[src/rtl/mul_div_unit.sv]
// Iterative 32x32 multiply/divide unit with HI/LO result registers.
// Shift-add multiply and restoring divide, one step per cycle, then a single sign-fix cycle.
module mul_div_unit #(
  parameter int unsigned ITER = 32
) (
  input  logic        clk,
  input  logic        rst,
  input  logic [31:0] a,
  input  logic [31:0] b,
  input  logic [2:0]  mdOP,
  input  logic        start,
  output logic        busy,
  output logic        done,
  output logic [31:0] hi,
  output logic [31:0] lo
);

  localparam int unsigned CntW = $clog2(ITER);
  localparam logic [CntW-1:0] LastCnt = CntW'(ITER - 1);

  typedef enum logic [1:0] {StIdle, StMul, StDiv, StFix} state_e;

  state_e          state_q, state_d;
  logic [CntW-1:0] cnt_q, cnt_d;
  logic [63:0]     acc_q, acc_d;
  logic [31:0]     opnd_q, opnd_d;
  logic            neg_res_q, neg_res_d;
  logic            neg_rem_q, neg_rem_d;
  logic            is_div_q, is_div_d;
  logic [31:0]     hi_q, hi_d;
  logic [31:0]     lo_q, lo_d;
  logic            busy_q, busy_d;
  logic            done_q, done_d;

  logic        signed_op;
  logic [31:0] abs_a, abs_b, opa, opb;
  logic [32:0] mul_sum;
  logic [32:0] div_trial, div_diff;
  logic [63:0] prod_fix;
  logic [31:0] quo_fix, rem_fix;

  assign signed_op = ~mdOP[2] & ~mdOP[0];
  assign abs_a     = a[31] ? (~a + 32'd1) : a;
  assign abs_b     = b[31] ? (~b + 32'd1) : b;
  assign opa       = signed_op ? abs_a : a;
  assign opb       = signed_op ? abs_b : b;

  // Accumulator holds {partial product, remaining multiplier bits} during MUL.
  assign mul_sum   = {1'b0, acc_q[63:32]} + (acc_q[0] ? {1'b0, opnd_q} : 33'd0);

  // Accumulator holds {partial remainder, dividend/quotient bits} during DIV.
  assign div_trial = {acc_q[63:32], acc_q[31]};
  assign div_diff  = div_trial - {1'b0, opnd_q};

  assign prod_fix  = neg_res_q ? (~acc_q + 64'd1) : acc_q;
  assign quo_fix   = neg_res_q ? (~acc_q[31:0] + 32'd1) : acc_q[31:0];
  assign rem_fix   = neg_rem_q ? (~acc_q[63:32] + 32'd1) : acc_q[63:32];

  always_comb begin
    state_d   = state_q;
    cnt_d     = cnt_q;
    acc_d     = acc_q;
    opnd_d    = opnd_q;
    neg_res_d = neg_res_q;
    neg_rem_d = neg_rem_q;
    is_div_d  = is_div_q;
    hi_d      = hi_q;
    lo_d      = lo_q;
    done_d    = 1'b0;

    unique case (state_q)
      StIdle: begin
        if (start) begin
          unique case (mdOP)
            3'b000, 3'b001: begin
              state_d   = StMul;
              cnt_d     = '0;
              acc_d     = {32'd0, opb};
              opnd_d    = opa;
              neg_res_d = signed_op & (a[31] ^ b[31]);
              neg_rem_d = 1'b0;
              is_div_d  = 1'b0;
            end
            3'b010, 3'b011: begin
              state_d   = StDiv;
              cnt_d     = '0;
              acc_d     = {32'd0, opa};
              opnd_d    = opb;
              // Divide by zero keeps the all-ones quotient un-negated.
              neg_res_d = signed_op & (a[31] ^ b[31]) & (b != 32'd0);
              neg_rem_d = signed_op & a[31];
              is_div_d  = 1'b1;
            end
            3'b100:  hi_d = a;
            3'b101:  lo_d = a;
            default: ;
          endcase
        end
      end
      StMul: begin
        acc_d = {mul_sum, acc_q[31:1]};
        cnt_d = cnt_q + 1'b1;
        if (cnt_q == LastCnt) state_d = StFix;
      end
      StDiv: begin
        if (div_trial >= {1'b0, opnd_q}) acc_d = {div_diff[31:0], acc_q[30:0], 1'b1};
        else                             acc_d = {div_trial[31:0], acc_q[30:0], 1'b0};
        cnt_d = cnt_q + 1'b1;
        if (cnt_q == LastCnt) state_d = StFix;
      end
      StFix: begin
        if (is_div_q) begin
          hi_d = rem_fix;
          lo_d = quo_fix;
        end else begin
          hi_d = prod_fix[63:32];
          lo_d = prod_fix[31:0];
        end
        done_d  = 1'b1;
        cnt_d   = '0;
        state_d = StIdle;
      end
      default: state_d = StIdle;
    endcase

    busy_d = (state_d != StIdle);
  end

  always_ff @(posedge clk or negedge rst) begin
    if (!rst) begin
      state_q   <= StIdle;
      cnt_q     <= '0;
      acc_q     <= '0;
      opnd_q    <= '0;
      neg_res_q <= 1'b0;
      neg_rem_q <= 1'b0;
      is_div_q  <= 1'b0;
      hi_q      <= '0;
      lo_q      <= '0;
      busy_q    <= 1'b0;
      done_q    <= 1'b0;
    end else begin
      state_q   <= state_d;
      cnt_q     <= cnt_d;
      acc_q     <= acc_d;
      opnd_q    <= opnd_d;
      neg_res_q <= neg_res_d;
      neg_rem_q <= neg_rem_d;
      is_div_q  <= is_div_d;
      hi_q      <= hi_d;
      lo_q      <= lo_d;
      busy_q    <= busy_d;
      done_q    <= done_d;
    end
  end

  assign busy = busy_q;
  assign done = done_q;
  assign hi   = hi_q;
  assign lo   = lo_q;

endmodule

[config.mk]
export PLATFORM = sky130hd
export DESIGN_NAME = mul_div_unit
export DESIGN_NICKNAME = d
export VERILOG_FILES = /design/src/rtl/mul_div_unit.sv
export SDC_FILE = /design/constraint.sdc
export NUM_CORES = 1
export LEC_CHECK = 0
export CORE_ASPECT_RATIO = 0.75
export CORE_MARGIN = 4
export CORE_UTILIZATION = 30
export CTS_CLUSTER_DIAMETER = 30
export DETAILED_ROUTE_END_ITERATION = 8
export GPL_TIMING_DRIVEN = 1
export PLACE_DENSITY = 0.53
export SLEW_MARGIN = 5
export SYNTH_ARGS = -nofsm -noshare
export SYNTH_HDL_FRONTEND = slang
export SYNTH_SLANG_ARGS = --single-unit
[constraint.sdc]
create_clock -name clk -period 8.9 [get_ports clk]
set_input_delay 2.67 -clock clk [delete_from_list [all_inputs] [get_ports clk]]
set_output_delay 2.67 -clock clk [all_outputs]
set_load 0.005 [all_outputs]
==> impl_metrics.tcl <==
set metrics [dict create \
    fmax_mhz 178.8 \
    p_per_area_nw_per_um2 307.7 \
    dp.cells 2621 \
    ys_seq_area_frac 0.2840 \
    ys_seq_elements 172 \
    synthCells 1950 \
    grt_usage 0.2388 \
    routed_wl_um 66320 \
    async_flop_share 1.000 \
    drive_gt1_frac 0.04459 \
    skew_ns 0.01617 \
    crit_type "in -> reg" \
    port_buffers 135 \
    grt_pass1_vias 14310 \
    hpwl_um 51920 \
    setup_tns_ns 0 \
    die_h_um 202.6 \
    p_seq_frac 0.293 \
    clkPwrFrac 0.147 \
    synth_top_area_share 0.2840 \
    die_w_um 267.5 \
    syn_to_final_growth_pct 15.09 \
    cts_tree "done" \
    clockRootBuffer "clkbuf_16" \
    insertion_delay_ns 0.48 \
    rsz0062_at_grt "no" \
    syn_nets 2096 \
    via_per_inst 5.873 \
    cts_buffer_depth 2 \
    clk_pin_slew_ns 0.08 \
    post-synth-top-area-cell "dfrtp_1" \
    finalHoldViolations 0 \
    critPathLaunchType "primary input" \
    period_needed_ns 5.593 \
    yosys_warnings 0 \
    synth_common_cells "204 x o21ai_0, 195 x nand2_1, 181 x nor2_1" \
    start_util 0.3030 \
    wire_per_inst_um 24.99 \
    synth_edf_count 0 \
    peakVddDrop_v 0.0001475 \
    drtPass1Iterations 6 \
    cts_buffers 17 \
    yosysMostFrequentCell "o21ai_0" \
    combPwrFrac 0.560 \
    setup_viol 0 \
    rows 71 \
    io_pins 136 \
    drv_slew 0 \
    core_area_sq_um 50010 \
    outcome "completed" \
    ant_nets 0 \
    final.period_utilization 0.6285 \
    dieArea_sq_um 54210 \
    vias 15590 \
    antenna_found_initial 2 \
    finalCoreUtilization 0.3487 \
    max-slew-margin-rel 0.2305 \
    drv_cap 0 \
    drt_iter0_drc 2023 \
    drc 0 \
    grt_pass1_wl_um 97510 \
    grt_max_degree 100 \
    cp_data_required_time_ns 9.30 \
    synth_ff_type "dfrtp_1" \
    startpoint "mdOP[2]" \
    crit_path_max_fanout 10 \
    syn_area_sq_um 15150 \
    synthDistinctLibCells 86 \
    postCtsSetupRepairBufs 0 \
    final_cells 2654 \
    worstHoldPathType "reg -> reg" \
    fill_cells 5298 \
    netlist_top_cells_area "dfrtp_1 28%, o21ai_0 6.7%, ha_1 6.1%, a21oi_1 5.7%, xor2_1 5.1%" \
    layout.nets 2129 \
    worstPathArrival_ns 5.99 \
    cts-resized-gates 0 \
    grt_overflow 0 \
    worst_pin_slew_ns 1.154 \
    regToRegStartpoint "acc_q[0]" \
    cp-endpoint "acc_q[63]" \
    place.gp.congestion 0.9366 \
    r2r-end "acc_q[60]" \
    rr_worst_depth 13 \
    critical_path.endpoint_type "flop" \
    total_leakage_power_uw 0.007551 \
    htreeDepth 4 \
    r2r_slack_ns 4.55 \
    holdBufCountCts 0 \
    clkSinkCount 172 \
    p_sw_frac 0.4981 \
    intPower_uw 2693 \
    net-switching-power_uw 2672 \
    avgSynthCellArea_sq_um 7.771 \
]
==> kinds of logic (layout without fill, tap and decap cells) <==
| kind of cell | after synthesis | count (layout) | synth area share |
|---|---|---|---|
| buf+inv | 209 | 255 | 0.05862 |
| compound gates | 690 | 690 | 0.2864 |
| mux | 31 | 31 | 0.02064 |
| flops | 172 | 172 | 0.2840 |
| other cells | 0 | 1 | 0 |
| simple gates | 603 | 603 | 0.1889 |
| fa+ha+maj | 76 | 76 | 0.06374 |
| xor+xnor | 169 | 169 | 0.09768 |
==> power groups by stage <==
stage / Combinational [uW] / Sequential (uW) / Clock [uW]
2_1_floorplan: 2020 / 1310 / 0
3_3_place_gp: 2950 / 1560 / 0
3_5_place_dp: 2960 / 1570 / 0
4_1_cts: 2970 / 1550 / 799
5_1_grt: 3290 / 1600 / 825
6_report: 3000 / 1570 / 788
==> final cells by class <==
class / count / area, sq um / share of cell area
multi-input cells: 1569 / 9986 / 0.5726
flip-flops and latches: 172 / 4304 / 0.2468
repair buffers: 152 / 1480 / 0.08488
well taps: 657 / 822.0 / 0.04714
clock buffers: 17 / 425.4 / 0.02439
inverters: 71 / 266.5 / 0.01528
clock inverters: 15 / 152.6 / 0.008753
diodes: 1 / 2.502 / 0.0001435
==> worst min-delay path by stage <==
stage / startpoint / end / slack [ns] / cells past startpoint
floorplan: cnt_q[4] / cnt_q[4] / 0.45 / 2
global placement: hi[13] / hi[13] / 0.46 / 2
detailed placement: hi[13] / hi[13] / 0.46 / 2
CTS: hi[13] / hi[13] / 0.47 / 2
global route: lo[25] / lo[25] / 0.50 / 1
finish: hi[13] / hi[13] / 0.47 / 2
==> state kept, by name (all words and copies together) (netlist names) <==
name	flops
neg_res_q	1
busy	1
lo	32
hi	32
acc_q	64
neg_rem_q	1
state_q	2
is_div_q	1
opnd_q	32
done	1
cnt_q	5
==> per-stage QoR <==
stage | hold slack, ns | cell area, sq um | total power, uW | setup slack (ns)
floorplan | 0.4453 | 15150 | 3335 | 4.105
global placement | 0.4550 | 16860 | 4507 | 3.010
detailed placement | 0.4573 | 16860 | 4524 | 2.935
CTS | 0.4736 | 17440 | 5321 | 3.450
global route | 0.4987 | 17440 | 5718 | 3.182
finish | 0.4680 | 17440 | 5365 | 3.307
==> cells in the final DEF, fill, tap and decap left out, types with 11 or more instances in the layout <==
| cell | synthesis | routed |
|---|---|---|
| or4_1 | 14 | 14 |
| a31oi_1 | 24 | 24 |
| a211oi_1 | 25 | 25 |
| a221o_1 | 23 | 23 |
| a22o_1 | 17 | 17 |
| clkbuf_16 | 0 | 17 |
| nand3_1 | 40 | 40 |
| o31ai_1 | 25 | 25 |
| o221ai_1 | 11 | 11 |
| nand2_1 | 195 | 195 |
| nor4_1 | 15 | 15 |
| o21ai_1 | 21 | 21 |
| xnor2_1 | 81 | 81 |
| nor2_1 | 181 | 180 |
| nand4_1 | 21 | 21 |
| ha_1 | 74 | 73 |
| inv_1 | 70 | 70 |
| o21ai_0 | 204 | 204 |
| a221oi_1 | 11 | 11 |
| buf_4 | 3 | 17 |
| nor3_1 | 39 | 39 |
| mux2i_1 | 29 | 29 |
| clkdlybuf4s50_1 | 0 | 134 |
| nor2b_1 | 18 | 17 |
| dfrtp_1 | 172 | 172 |
| xor2_1 | 88 | 88 |
| or3_1 | 18 | 18 |
| a21oi_1 | 173 | 173 |
| a21o_1 | 42 | 42 |
| a22oi_1 | 46 | 46 |
==> critical path: stages <==
cell and delay (ns):
clkdlybuf4s50_1 0.63, inv_1 0.22, a21boi_1 0.22, nor2_1 0.71
nand3_1 0.80, nor4_1 0.49, a221oi_1 0.12, o21ai_0 0.11
==> layer usage <==
layer  track usage  wire (um)  vias up
met3       0.07451       7539       64
met4       0.04652        972        4
met5             0         27        -
met1        0.3812      32750     7627
li1              -          -     7159
met2        0.3083      25030      732
Note: power is estimated with default switching activity, not from simulation.
